--- config.mk ---
export PLATFORM = sky130hd
export DESIGN_NAME = ps2_host_ctrl
export DESIGN_NICKNAME = d
export VERILOG_FILES = /design/src/rtl/ps2_pkg.sv /design/src/rtl/ps2_sync_edge.sv /design/src/rtl/ps2_host_ctrl.sv
export SDC_FILE = /design/constraint.sdc
export NUM_CORES = 1
export LEC_CHECK = 0
export BUFFER_PORTS_ARGS = -buffer_cell sky130_fd_sc_hd__buf_2
export CAP_MARGIN = 0
export CORE_ASPECT_RATIO = 0.75
export CORE_MARGIN = 2
export CORE_UTILIZATION = 33
export DETAILED_ROUTE_END_ITERATION = 6
export PLACE_DENSITY = 0.54
export SETUP_SLACK_MARGIN = 0.5
export SYNTH_ARGS = -nofsm -noshare
export SYNTH_HDL_FRONTEND = slang
export SYNTH_SLANG_ARGS = --single-unit
--- constraint.sdc ---
create_clock -name clk -period 4.6 [get_ports clk]
set_clock_uncertainty 0.2 [all_clocks]
set_input_delay 0.46 -clock clk [delete_from_list [all_inputs] [get_ports clk]]
set_output_delay 0.46 -clock clk [all_outputs]
set_load 0.02 [all_outputs]
--- src/rtl/ps2_pkg.sv ---
// Shared types and constants for the PS/2 host-side bus controller.
package ps2_pkg;

    typedef enum logic [2:0] {
        IDLE,
        WAIT_IDLE,
        INHIBIT,
        RTS,
        TX,
        ACK,
        RELEASE
    } ps2_host_state_t;

    localparam int unsigned PS2_TX_LAST_BIT = 9;
    localparam int unsigned PS2_PARITY_BIT  = 8;
    localparam int unsigned PS2_BIT_IDX_W   = 4;

endpackage

--- src/rtl/ps2_sync_edge.sv ---
// Two-flop synchronizer for the PS/2 clock and data pads plus a registered
// falling-edge pulse on the synchronized clock.
module ps2_sync_edge (
    input  logic clk,
    input  logic reset_n,
    input  logic ps2_clk_in,
    input  logic ps2_data_in,
    output logic clk_sync,
    output logic data_sync,
    output logic fall
);

    logic clk_meta;
    logic data_meta;
    logic clk_prev;

    // Idle bus level is high, so everything resets to 1 except the edge pulse.
    always_ff @(posedge clk or negedge reset_n) begin
        if (!reset_n) begin
            clk_meta  <= 1'b1;
            data_meta <= 1'b1;
            clk_sync  <= 1'b1;
            data_sync <= 1'b1;
            clk_prev  <= 1'b1;
            fall      <= 1'b0;
        end else begin
            clk_meta  <= ps2_clk_in;
            data_meta <= ps2_data_in;
            clk_sync  <= clk_meta;
            data_sync <= data_meta;
            clk_prev  <= clk_sync;
            fall      <= clk_prev & ~clk_sync;
        end
    end

endmodule

--- src/rtl/ps2_host_ctrl.sv ---
// Arbitrates the open-drain PS/2 lines between device-to-host reception and
// host-to-device command frames (inhibit, request-to-send, shift, ACK check).
module ps2_host_ctrl
    import ps2_pkg::*;
#(
    parameter int unsigned IDLE_CYCLES    = 2500,
    parameter int unsigned INHIBIT_CYCLES = 5000,
    parameter int unsigned TIMEOUT_CYCLES = 750000
) (
    input  logic       clk,
    input  logic       reset_n,
    input  logic       ps2_clk_in,
    input  logic       ps2_data_in,
    output logic       ps2_clk_oe,
    output logic       ps2_data_oe,
    input  logic [7:0] cmd_data,
    input  logic       cmd_valid,
    output logic       cmd_ready,
    output logic       read_enable,
    output logic       cmd_done,
    output logic       cmd_ack,
    output logic       cmd_timeout
);

    localparam int unsigned CNT_MAX_A = (IDLE_CYCLES > INHIBIT_CYCLES) ? IDLE_CYCLES : INHIBIT_CYCLES;
    localparam int unsigned CNT_MAX   = (CNT_MAX_A > TIMEOUT_CYCLES) ? CNT_MAX_A : TIMEOUT_CYCLES;
    localparam int unsigned CNT_W     = $clog2(CNT_MAX + 1);

    localparam logic [CNT_W-1:0] IDLE_LAST    = CNT_W'(IDLE_CYCLES - 1);
    localparam logic [CNT_W-1:0] INHIBIT_LAST = CNT_W'(INHIBIT_CYCLES - 1);
    localparam logic [CNT_W-1:0] TIMEOUT_LAST = CNT_W'(TIMEOUT_CYCLES - 1);

    logic clk_sync;
    logic data_sync;
    logic fall;

    ps2_sync_edge u_sync (
        .clk         (clk),
        .reset_n     (reset_n),
        .ps2_clk_in  (ps2_clk_in),
        .ps2_data_in (ps2_data_in),
        .clk_sync    (clk_sync),
        .data_sync   (data_sync),
        .fall        (fall)
    );

    ps2_host_state_t            state_q, state_d;
    logic [CNT_W-1:0]           cnt_q, cnt_d;
    logic [PS2_BIT_IDX_W-1:0]   bit_idx_q, bit_idx_d;
    logic [7:0]                 byte_q, byte_d;
    logic                       parity_q, parity_d;
    logic                       ack_seen_q, ack_seen_d;
    logic                       done_ev, tmo_ev, wd_expired, frame_bit;
    logic                       clk_oe_d, data_oe_d, read_en_d, ready_d;
    logic                       done_d, ack_d, tmo_d;

    // State, datapath and registered outputs.
    always_ff @(posedge clk or negedge reset_n) begin
        if (!reset_n) begin
            state_q     <= IDLE;
            cnt_q       <= '0;
            bit_idx_q   <= '0;
            byte_q      <= '0;
            parity_q    <= 1'b0;
            ack_seen_q  <= 1'b0;
            ps2_clk_oe  <= 1'b0;
            ps2_data_oe <= 1'b0;
            read_enable <= 1'b1;
            cmd_ready   <= 1'b1;
            cmd_done    <= 1'b0;
            cmd_ack     <= 1'b0;
            cmd_timeout <= 1'b0;
        end else begin
            state_q     <= state_d;
            cnt_q       <= cnt_d;
            bit_idx_q   <= bit_idx_d;
            byte_q      <= byte_d;
            parity_q    <= parity_d;
            ack_seen_q  <= ack_seen_d;
            ps2_clk_oe  <= clk_oe_d;
            ps2_data_oe <= data_oe_d;
            read_enable <= read_en_d;
            cmd_ready   <= ready_d;
            cmd_done    <= done_d;
            cmd_ack     <= ack_d;
            cmd_timeout <= tmo_d;
        end
    end

    // Next-state and datapath; one counter serves idle, inhibit and watchdog.
    always_comb begin
        state_d    = state_q;
        cnt_d      = cnt_q;
        bit_idx_d  = bit_idx_q;
        byte_d     = byte_q;
        parity_d   = parity_q;
        ack_seen_d = ack_seen_q;
        done_ev    = 1'b0;
        tmo_ev     = 1'b0;
        wd_expired = ((state_q == TX) || (state_q == ACK) || (state_q == RELEASE))
                     && (cnt_q == TIMEOUT_LAST);

        case (state_q)
            IDLE: begin
                cnt_d = '0;
                if (cmd_valid && cmd_ready) begin
                    byte_d   = cmd_data;
                    parity_d = ~^cmd_data;
                    state_d  = WAIT_IDLE;
                end
            end
            WAIT_IDLE: begin
                if (!clk_sync) begin
                    cnt_d = '0;
                end else if (cnt_q == IDLE_LAST) begin
                    cnt_d   = '0;
                    state_d = INHIBIT;
                end else begin
                    cnt_d = cnt_q + CNT_W'(1);
                end
            end
            INHIBIT: begin
                if (cnt_q == INHIBIT_LAST) begin
                    cnt_d   = '0;
                    state_d = RTS;
                end else begin
                    cnt_d = cnt_q + CNT_W'(1);
                end
            end
            RTS: begin
                cnt_d     = '0;
                bit_idx_d = '0;
                state_d   = TX;
            end
            TX: begin
                cnt_d = cnt_q + CNT_W'(1);
                if (fall) begin
                    bit_idx_d = bit_idx_q + PS2_BIT_IDX_W'(1);
                    if (bit_idx_q == PS2_BIT_IDX_W'(PS2_TX_LAST_BIT)) begin
                        state_d = ACK;
                    end
                end
            end
            ACK: begin
                cnt_d = cnt_q + CNT_W'(1);
                if (fall) begin
                    ack_seen_d = ~data_sync;
                    state_d    = RELEASE;
                end
            end
            RELEASE: begin
                cnt_d = cnt_q + CNT_W'(1);
                if (clk_sync && data_sync) begin
                    cnt_d   = '0;
                    done_ev = 1'b1;
                    state_d = IDLE;
                end
            end
            default: state_d = IDLE;
        endcase

        // Expiry overrides any same-cycle clock edge.
        if (wd_expired) begin
            cnt_d   = '0;
            done_ev = 1'b1;
            tmo_ev  = 1'b1;
            state_d = IDLE;
        end
    end

    // Output decode from the next state so every output is a flop.
    always_comb begin
        clk_oe_d  = 1'b0;
        data_oe_d = 1'b0;
        read_en_d = 1'b0;
        ready_d   = 1'b0;
        done_d    = done_ev;
        ack_d     = cmd_ack;
        tmo_d     = cmd_timeout;
        frame_bit = 1'b1;

        if (bit_idx_q < PS2_BIT_IDX_W'(PS2_PARITY_BIT)) begin
            frame_bit = byte_q[bit_idx_q[2:0]];
        end else if (bit_idx_q == PS2_BIT_IDX_W'(PS2_PARITY_BIT)) begin
            frame_bit = parity_q;
        end

        if (done_ev) begin
            ack_d = ack_seen_q & ~tmo_ev;
            tmo_d = tmo_ev;
        end

        case (state_d)
            IDLE: begin
                read_en_d = 1'b1;
                ready_d   = 1'b1;
            end
            WAIT_IDLE: read_en_d = 1'b1;
            INHIBIT:   clk_oe_d  = 1'b1;
            RTS: begin
                clk_oe_d  = 1'b1;
                data_oe_d = 1'b1;
            end
            // Start bit stays driven from RTS until the first device fall.
            TX:        data_oe_d = ((state_q == TX) && fall) ? ~frame_bit : ps2_data_oe;
            default:   data_oe_d = 1'b0;
        endcase
    end

endmodule

# Word level (Yosys, flattened, before mapping)
# Index checks and enable logic that the tools add are counted.
[op_classes] magnitude_cmp=2 n_addsub=2 muxes=31 bitwise=6 n_reduce_logical=18 eq_ne=17
[op_table] operator="20-bit 2-to-1 mux" n=5
[op_table] operator="20-bit case mux with 5 select lines" n=1
[op_table] operator="3-bit 2-to-1 mux" n=9
[op_table] operator="3-bit case mux with 7 select lines" n=1
[op_table] operator="20-bit by 1-bit adder with 20-bit output, second input constant" n=1
[op_table] operator="20-bit by 12-bit equality test with 1-bit output, second input constant" n=1
[op_table] operator="20-bit by 13-bit equality test with 1-bit output, second input constant" n=1
[op_table] operator="20-bit equality test, second input constant" n=1
[op_table] operator="3-bit by 2-bit equality test with 1-bit output, second input constant" n=4
[op_table] operator="3-bit equality test, second input constant" n=4
[op_table] operator="1-bit 2-to-1 mux" n=11
[op_table] operator="4-bit equality test, second input constant" n=2
[op_table] operator="4-bit case mux with 2 select lines" n=1
[op_table] operator="2-bit OR reduction" n=4
[op_table] operator="8-bit XNOR reduction" n=1
[op_table] operator="3-bit by 1-bit equality test with 1-bit output, second input constant" n=2
[op_table] operator="3-bit logical NOT" n=2
[op_table] operator="2-bit AND reduction" n=3
[op_table] operator="6-bit nonzero test" n=1
[op_table] operator="4-bit by 1-bit adder with 4-bit output, second input constant" n=1
[op_table] operator="1-bit logical AND" n=4
[op_table] operator="3-bit by 4-bit < comparator with 1-bit output, second input constant" n=1
[op_table] operator="4-bit < comparator, second input constant" n=1
[op_table] operator="4-bit 2-to-1 mux" n=1
[op_table] operator="other kinds (8)" n=13
[word_totals] out_inout_bits=7 inputBits=13 regBits=50

# Depth between registers and ports, before layout
# Gate-level depths: netlist of run 1.
[depth] depth_word=8 ltp_mapped=8 depth_no_buf=7

# Cells and area by module
# From an unflattened synthesis of run 1, not the netlist that was laid out.
[hier_totals] cells_unflattened=273 hier_area_um2=2693.8
[modules_own_cells] mod="ps2_host_ctrl" area_per_inst_um2=2523.7 n_inst=1 cells_each=266 seq_area_each_um2=1103.6
[modules_own_cells] mod="ps2_sync_edge" area_per_inst_um2=170.2 n_inst=1 cells_each=7 seq_area_each_um2=156.4

# Least setup slack after synthesis of run 1
# OpenSTA, ideal clock, no wires.
[synth_path] kind="reg-to-reg" startpoint="reg cnt_q[0]" endpoint="reg cnt_q[11]" synth_period_minus_slack_ns=2.179 stages_incl_launch_ff=9 setup_time_ns=0.123 arrival_time_ns=1.857 setup_slack_ns=2.421 path_buffers=1 path_cell_list="dfrtp_1 > ha_1 > and3_1 > nand3_1 > or4_4 > buf_6 > and4b_1 > o21ai_2 > o21ai_1"
[synth_via] elab_chain_cells=5 elab_cells_between_ends=12 classes_between="1 x add/sub; 3 x eq/ne; 6 x mux; 2 x reduce/logical"
[synth_lines] item="start: declaration" line_no="ps2_host_ctrl.sv:48" text="logic [CNT_W-1:0] cnt_q, cnt_d;"
[synth_lines] item="start signal: assignment" line_no="ps2_host_ctrl.sv:75" text="cnt_q <= cnt_d;"
[synth_lines] item="20-bit by 1-bit adder with 20-bit output or 20-bit by 12-bit equality test with 1-bit output (tied branches)"
[synth_lines] item="20-bit 2-to-1 mux" line_no="ps2_host_ctrl.sv:115" text="end else if (cnt_q == IDLE_LAST) begin"
[synth_lines] item="20-bit 2-to-1 mux" line_no="ps2_host_ctrl.sv:113" text="if (!clk_sync) begin"
[synth_lines] item="20-bit case mux with 5 select lines" line_no="ps2_host_ctrl.sv:103" text="case (state_q)"
[synth_lines] item="20-bit 2-to-1 mux" line_no="ps2_host_ctrl.sv:163" text="if (wd_expired) begin"
# Several ways; a longest one is shown, not always the timed one.
# A chain may end at the register's enable or synchronous reset.

# Worst setup path after layout of run 1
# Ends and elaborated chain as after synthesis.

==> metrics.txt, run 1 <==
final setup vio count=0; Setup WS post-layout=2110 ps; CTS sink count=50; Critical Path RT=roughly 4600 ps; Worst EP arrival=2480 ps; final non-filler cell total=398; WL per Instance=14.3 um; Setup crit end kind=register; Setup CP Type=register to register; post-synthesis instance total=273; cell area after synthesis=2630 um2; final hold vios=0; Post-synth EDFFs=0; initial DRC count=approximately 120; post_cts resized=0; post-place setup slack=2130 ps; IO Pins=20; die area=8720 um2; Max Root-Sink Buffers=2; Design Area, Final=2920 um2; vias per std cell=5.05; Top Metal Used=met4; hold_buf cts=0; Placed Cells=390; core region area=7810 um2; pin count of the biggest net entering global routing=51; # Post-CTS Setup Buffers=0; Mapped Nets=290; row count=28; worst-path fanout max=13; wirelength, routed=roughly 5700 um; cell family with most CP delay=simple AND/OR/NAND/NOR gates; vias in the first global route=1886; Worst Hold Class=primary input to asynchronous set/reset pin; Peak supply drop=0.000108 V; run status=finished clean; Slew Viols, Final=0; Ys Warns=0; ANT cells=0; Die W=107 um; post-synth cell types=52; # fillers=just under 800; final setup TNS=0 ps; crit path buf inv count=0; crit-path cells=ha_1, and3_1, nand3_1, or4_4, nand2_1, o21ai_1; H-tree levels=2; Placer Congestion=0.816; share of cells above drive strength 1=0.191; Post-synth top flop=dfrtp_1; Async S/R FF share, synth=1.00; post-layout net count=309; DRC viols=0; Slew Limit Headroom=0.586; PwrDens=279 nW/um2; Final ANT Viol Nets=0; most frequent cells in the layout=dfrtp_1 (43), nand2_1 (37), nor2_1 (30); I/O Buffers=19; gr ovfl total=0; root buffer cell=clkbuf_8; Die Span Y=81.4 um; initial antenna violation count=0; #FFs+latches synth=50; CP max stage cell=or4_4; M1 wire length=about 3100 um; Min Clock Period, post-route=roughly 2500 ps; Clock transition at path regs=100 ps; worst stage delay on the critical path=630 ps; sequential area share after synthesis=0.478; metal2 WL=2230 um; starting density of the core=0.337; cts bufs inserted=5; CTS tree=done; RSZ-0062 raised after global routing=no; area delta synth->final=10.9%; Post-DP HPWL=4090 um; routed length on met3=291 um; first-pass GRT wire length=just under 10000 um; via count=between 2000 and 2500; total track usage=0.144; Final Cycle Share=0.541; Worst-Margin Slew=roughly 620 ps; syn avg cell area=9.65 um2; worst skew pair latency=310 ps; final core occ=0.374; Leakage Power=between 1 and 1.5 nW; TritonRoute pass-1 iters=4; max_cap viols=0; placed inst area=roughly 2800 um2; commonest non-fill, non-tap cell in the layout=dfrtp_1; fmax=0.402 GHz; Setup crit start kind=register
-- layout make-up --
type	count	area, um2	area share
inverters	10	37.5	0.0128
well taps	105	131	0.0450
flip-flops and latches	50	1260	0.431
repair buffers	20	103	0.0351
multi-input cells	205	1290	0.442
clock inverters	2	17.5	0.00600
clock buffers	6	82.6	0.0283
-- state kept, by name, summed over array words and instances, names as in the netlist, 3 cells and up --
name and cells:
cnt_q 20, byte_q 8, state_q 3, bit_idx_q 4
-- kinds of logic after synthesis --
family | Yosys count | synth area share
mux | 13 | 0.0637
buf+inv | 18 | 0.0318
xor+xnor | 19 | 0.0632
flops | 50 | 0.478
simple gates | 121 | 0.231
fa+ha+maj | 4 | 0.0190
compound gates | 48 | 0.113
-- through the flow --
stage,power [mW],hold WS (ps)
2_1_floorplan,0.521,-35.6
3_3_place_gp,0.547,148
3_5_place_dp,0.548,149
4_1_cts,0.823,28.0
5_1_grt,0.860,19.7
6_report,0.815,32.2
-- power by group --
| part | leakage (nW) | internal, mW | total, mW | switching, mW |
|---|---|---|---|---|
| logic | 0.554 | 0.0270 | 0.0606 | 0.0336 |
| clock network | 0.0514 | 0.124 | 0.275 | 0.151 |
| registers | 0.663 | 0.456 | 0.479 | 0.0235 |
-- final timing paths --
kind | startpoint | to | slack (ps) | cells after the start
min | reset_n | byte_q[5] | 30 | 2
max | cnt_q[0] | cnt_q[11] | 2110 | 6
max reg2reg | cnt_q[0] | cnt_q[11] | 2110 | 6
min in group clk | ps2_data_in | u_sync.data_meta | 30 | 1
min reg2reg | u_sync.clk_meta | u_sync.clk_sync | 160 | 0
max in group asynchronous | reset_n | cnt_q[1] | 3730 | 2
-- metal layers --
metal  global-route usage  up-vias
met2                0.189       58
met3               0.0305        8
met5                    0        -
met1                0.228      945
met4               0.0455        0
li1                     -      997
-- synthesized netlist by cell type (all sizes together) (4+ instances only) --
| library cell | n | area, um2 |
|---|---|---|
| dfrtp | 43 | 1080 |
| nand2 | 37 | 139 |
| nor2 | 30 | 113 |
| o21ai | 15 | 78.8 |
| nand3 | 13 | 65.1 |
| xnor2 | 13 | 114 |
| a21oi | 10 | 53.8 |
| inv | 10 | 37.5 |
| mux2 | 10 | 113 |
| a31oi | 8 | 50.1 |
| dfstp | 7 | 184 |
| nor3 | 7 | 35.0 |
| and3 | 6 | 38.8 |
| xor2 | 6 | 52.6 |
| buf | 5 | 33.8 |
| nor2b | 5 | 31.3 |
| ha | 4 | 50.1 |
| nand4 | 4 | 25.0 |
(Power assumes the default switching activity.)
==> run 2: changes to the inputs <==
clock period = 2.6 ns   (was 4.6 ns; I/O delays follow)
==> metrics.txt, run 2 (synthesis results as in run 1) <==
run status=finished clean; die area=approximately 8700 um2; Worst Hold Class=primary input to register; Max Root-Sink Buffers=2; Die W=roughly 110 um; Final ANT Viol Nets=0; Slew Viols, Final=0; Setup CP Type=register to register; share of cells above drive strength 1=0.318; CTS sink count=50; WL per Instance=14.1 um; Slew Limit Headroom=0.578; final setup vio count=0; worst skew pair latency=approximately 300 ps; Final Cycle Share=0.835; ANT cells=0; PwrDens=around 440 nW/um2; Worst EP arrival=~2200 ps; H-tree levels=2; Leakage Power=1.44 nW; root buffer cell=clkbuf_8; post-layout net count=346; final non-filler cell total=435; Die Span Y=81.4 um; starting density of the core=0.337; Critical Path RT=about 2600 ps; CP max stage cell=or4_4; crit-path cells=ha_4, and3_4, nand3_2, or4_4, and4b_1, o21ai_2, o21ai_1; Worst-Margin Slew=approximately 630 ps; DRC viols=0; crit path buf inv count=0; row count=28; worst stage delay on the critical path=580 ps; Placed Cells=roughly 400; I/O Buffers=19; # fillers=747; vias per std cell=~5; Setup crit start kind=register; Min Clock Period, post-route=2170 ps; most frequent cells in the layout=nand2_1 (35), dfrtp_1 (35), nor2_1 (30), buf_4 (30), buf_2 (19); Placer Congestion=0.861; area delta synth->final=25.8%; register with the most flip-flops=cnt_q; Post-DP HPWL=4320 um; pin count of the biggest net entering global routing=51; fmax=0.460 GHz; via count=2192; vias in the first global route=~2000; max_cap viols=0; cell family with most CP delay=simple AND/OR/NAND/NOR gates; Regs by FF count=cnt_q x20, byte_q x8, bit_idx_q x4; Peak supply drop=0.000193 V; max reg flops=20; CTS tree=done; Clock transition at path regs=roughly 90 ps; core region area=7810 um2; TritonRoute pass-1 iters=5; Setup crit end kind=register; initial DRC count=213; RSZ-0062 raised after global routing=yes; first-pass GRT wire length=10100 um; gr ovfl total=0; wirelength, routed=between 6000 and 7000 um; total track usage=0.148; final hold vios=0; final setup TNS=0 ps; worst-path fanout max=6; cts bufs inserted=5; IO Pins=20; initial antenna violation count=0
## run 2: cell count changes in the layout (fill, tap and decap cells not counted), sizes merged
cell	delta
clkbuf	+1
dlygate4sd3	+8
clkinv	-1
buf	+29
## run 2: final timing paths
kind	cells past startpoint	slack, ps	from	to
min	2	20	cmd_data[1]	byte_q[1]
max in group asynchronous	3	1340	reset_n	bit_idx_q[0]
max reg2reg	7	430	cnt_q[0]	cnt_q[11]
max	7	430	cnt_q[0]	cnt_q[11]
min reg2reg	0	160	u_sync.clk_meta	u_sync.clk_sync
min in group asynchronous	3	400	reset_n	cnt_q[14]
## run 2: where the power goes
part	switching, mW	internal (mW)	leakage [nW]
sequential	0.0413	0.808	0.650
clock	0.244	0.215	0.0482
combinational	0.0761	0.0842	0.740
total	0.361	1.11	1.44
## run 2: repair_timing
| action | CTS | global route |
|---|---|---|
| endpoints found under the hold margin | 48 | 2 |
| setup buffers | 8 | 10 |
| resized for setup | 13 | 11 |
| pin swaps | 3 | 4 |
| setup endpoints to repair | 28 | 28 |
| hold buffers | 6 | 2 |
## run 2: cell type report
class / count / area (um2) / area share
Multi-Input combinational cell: 205 / 1380 / 0.418
Sequential cell: 50 / 1270 / 0.383
Timing Repair Buffer: 57 / 400 / 0.121
Tap cell: 105 / 131 / 0.0396
Clock buffer: 7 / 86.3 / 0.0260
Inverter: 10 / 37.5 / 0.0113
Clock inverter: 1 / 5.00 / 0.00151
## run 2: stage by stage
step / setup slack, ps / hold WS (ps) / cell area [um2] / power [mW] / util
6_report: 428 / 16.8 / 3310 / 1.47 / 0.424
5_1_grt: 351 / 2.14 / 3310 / 1.56 / 0.424
3_3_place_gp: 157 / 147 / 2910 / 0.971 / 0.373
3_5_place_dp: 85.6 / 155 / 2910 / 0.977 / 0.373
4_1_cts: 414 / 1.16 / 3170 / 1.47 / 0.406
2_1_floorplan: 444 / -236 / 2640 / 0.924 / -
## run 2: routing by layer
layer | routed length (um) | global-route usage
met1 | 3180 | 0.225
met2 | 2540 | 0.211
met3 | 355 | 0.0369
met4 | 59 | 0.0325
met5 | 0 | 0
==> run 3: changes to the inputs <==
clock period = 2.2 ns   (was 2.6 ns; I/O delays follow)
==> metrics.txt, run 3 (synthesis results as in run 1) <==
Design Area, Final=3610 um2; cell family with most CP delay=simple AND/OR/NAND/NOR gates; Max Root-Sink Buffers=2; max reg flops=20; run status=finished clean; Regs by FF count=cnt_q x20, byte_q x8, bit_idx_q x4; ANT cells=0; max_cap viols=0; CTS tree=done; initial DRC count=approximately 100; Setup CP Type=register to register; final hold vios=0; cts bufs inserted=5; starting density of the core=0.337; register with the most flip-flops=cnt_q; worst hold slack=between 150 and 200 ps; Clock transition at path regs=110 ps; final setup vio count=0; worst-path fanout max=5; worst stage delay on the critical path=570 ps; Die Span Y=81.4 um; most frequent cells in the layout=dfrtp_1 (40), buf_4 (35), nand2_1 (34); via count=2245; DRC viols=0; Critical Path RT=2260 ps; H-tree levels=2; Worst-Margin Slew=526 ps; final core occ=0.463; gr ovfl total=0; CP startpoint=cnt_q[0]; core region area=slightly below 8000 um2; CTS sink count=50; TritonRoute pass-1 iters=4; placed inst area=3120 um2; RSZ-0062 raised after global routing=yes; area delta synth->final=37.2%; Leakage Power=1.57 nW; Final ANT Viol Nets=0; Post-DP HPWL=4680 um; first-pass GRT wire length=11200 um; final setup TNS=0 ps; Setup crit end kind=register; Peak supply drop=0.000359 V; Worst EP arrival=between 2000 and 2500 ps; Slew Viols, Final=0; Worst Hold Class=register to register; crit path buf inv count=0; Setup crit start kind=register; row count=28; Slew Limit Headroom=0.649; crit-path cells=ha_4, and3_4, nand3_2, or4_4, o21ai_1, a21o_1, nor2b_2; commonest non-fill, non-tap cell in the layout=dfrtp_1; die area=8720 um2; fmax=0.459 GHz; total track usage=0.165; HP Start=u_sync.clk_meta; worst skew pair latency=310 ps; reg-to-reg startpoint=cnt_q[0]; vias per std cell=4.98; Placer Congestion=0.811; Final Cycle Share=0.990; post-layout net count=362; CP max stage cell=or4_4; Min Clock Period, post-route=~2200 ps; I/O Buffers=19; initial antenna violation count=0; PwrDens=approximately 510 nW/um2; root buffer cell=clkbuf_8; IO Pins=20; Die W=107 um; WL per Instance=14.9 um; vias in the first global route=2190; wirelength, routed=6710 um; pin count of the biggest net entering global routing=31; share of cells above drive strength 1=0.370
==> run 3: final timing paths <==
kind / to / slack, ps / depth (start not counted)
setup / recovery: cmd_ready / 20 / 7
hold / removal: u_sync.clk_sync / 150 / 0
setup reg to reg: cmd_ready / 20 / 7
hold reg to reg: u_sync.clk_sync / 150 / 0
max in group asynchronous: u_sync.clk_meta / 980 / 3
min in group asynchronous: cmd_ack / 210 / 2
==> run 3: stage by stage <==
stage | power (mW) | worst slack, ps | instances
floorplan | 1.09 | 44.5 | 273
global placement | 1.18 | 46.0 | 423
detailed placement | 1.18 | 34.1 | 423
CTS | 1.84 | 44.8 | 450
global route | 1.92 | -69.8 | 451
finish | 1.83 | 21.9 | 451
==> run 3: worst register-to-register path, stage by stage, from the launching register on <==
cell and delay [ps]:
dfrtp_1 400, ha_4 180, and3_4 220, nand3_2 100, or4_4 580, o21ai_1 130, a21o_1 180, nor2b_2 160
==> run 3: power by group <==
| group | switching (mW) | leakage [nW] | internal (mW) |
|---|---|---|---|
| clock | 0.354 | 0.0506 | 0.239 |
| combinational | 0.101 | 0.859 | 0.128 |
| sequential | 0.0503 | 0.659 | 0.956 |
| total | 0.506 | 1.57 | 1.32 |
==> run 3: per-layer routing <==
layer  wire (um)  track usage  vias up
li1            -            -     1105
met1        3570        0.261     1083
met2        2790        0.230       53
met3         311       0.0313        4
met4          44       0.0312        0
met5           0            0        -
==> run 3: final cells by class <==
cell class | instances | area, um2
fillers | 755 | 4200
clock inverters | 3 | 28.8
flip-flops and latches | 50 | 1260
inverters | 10 | 37.5
repair buffers | 72 | 573
multi-input cells | 206 | 1510
well taps | 105 | 131
clock buffers | 5 | 68.8
==> run 3: timing repair <==
action / CTS / global route
hold buffers: 11 / 0
pin swaps: 17 / 2
endpoints found under the setup margin: 39 / 40
resized for setup: 33 / 20
endpoints found under the hold margin: 30 / 0
setup buffers: 6 / 1
cloned: 2 / 0
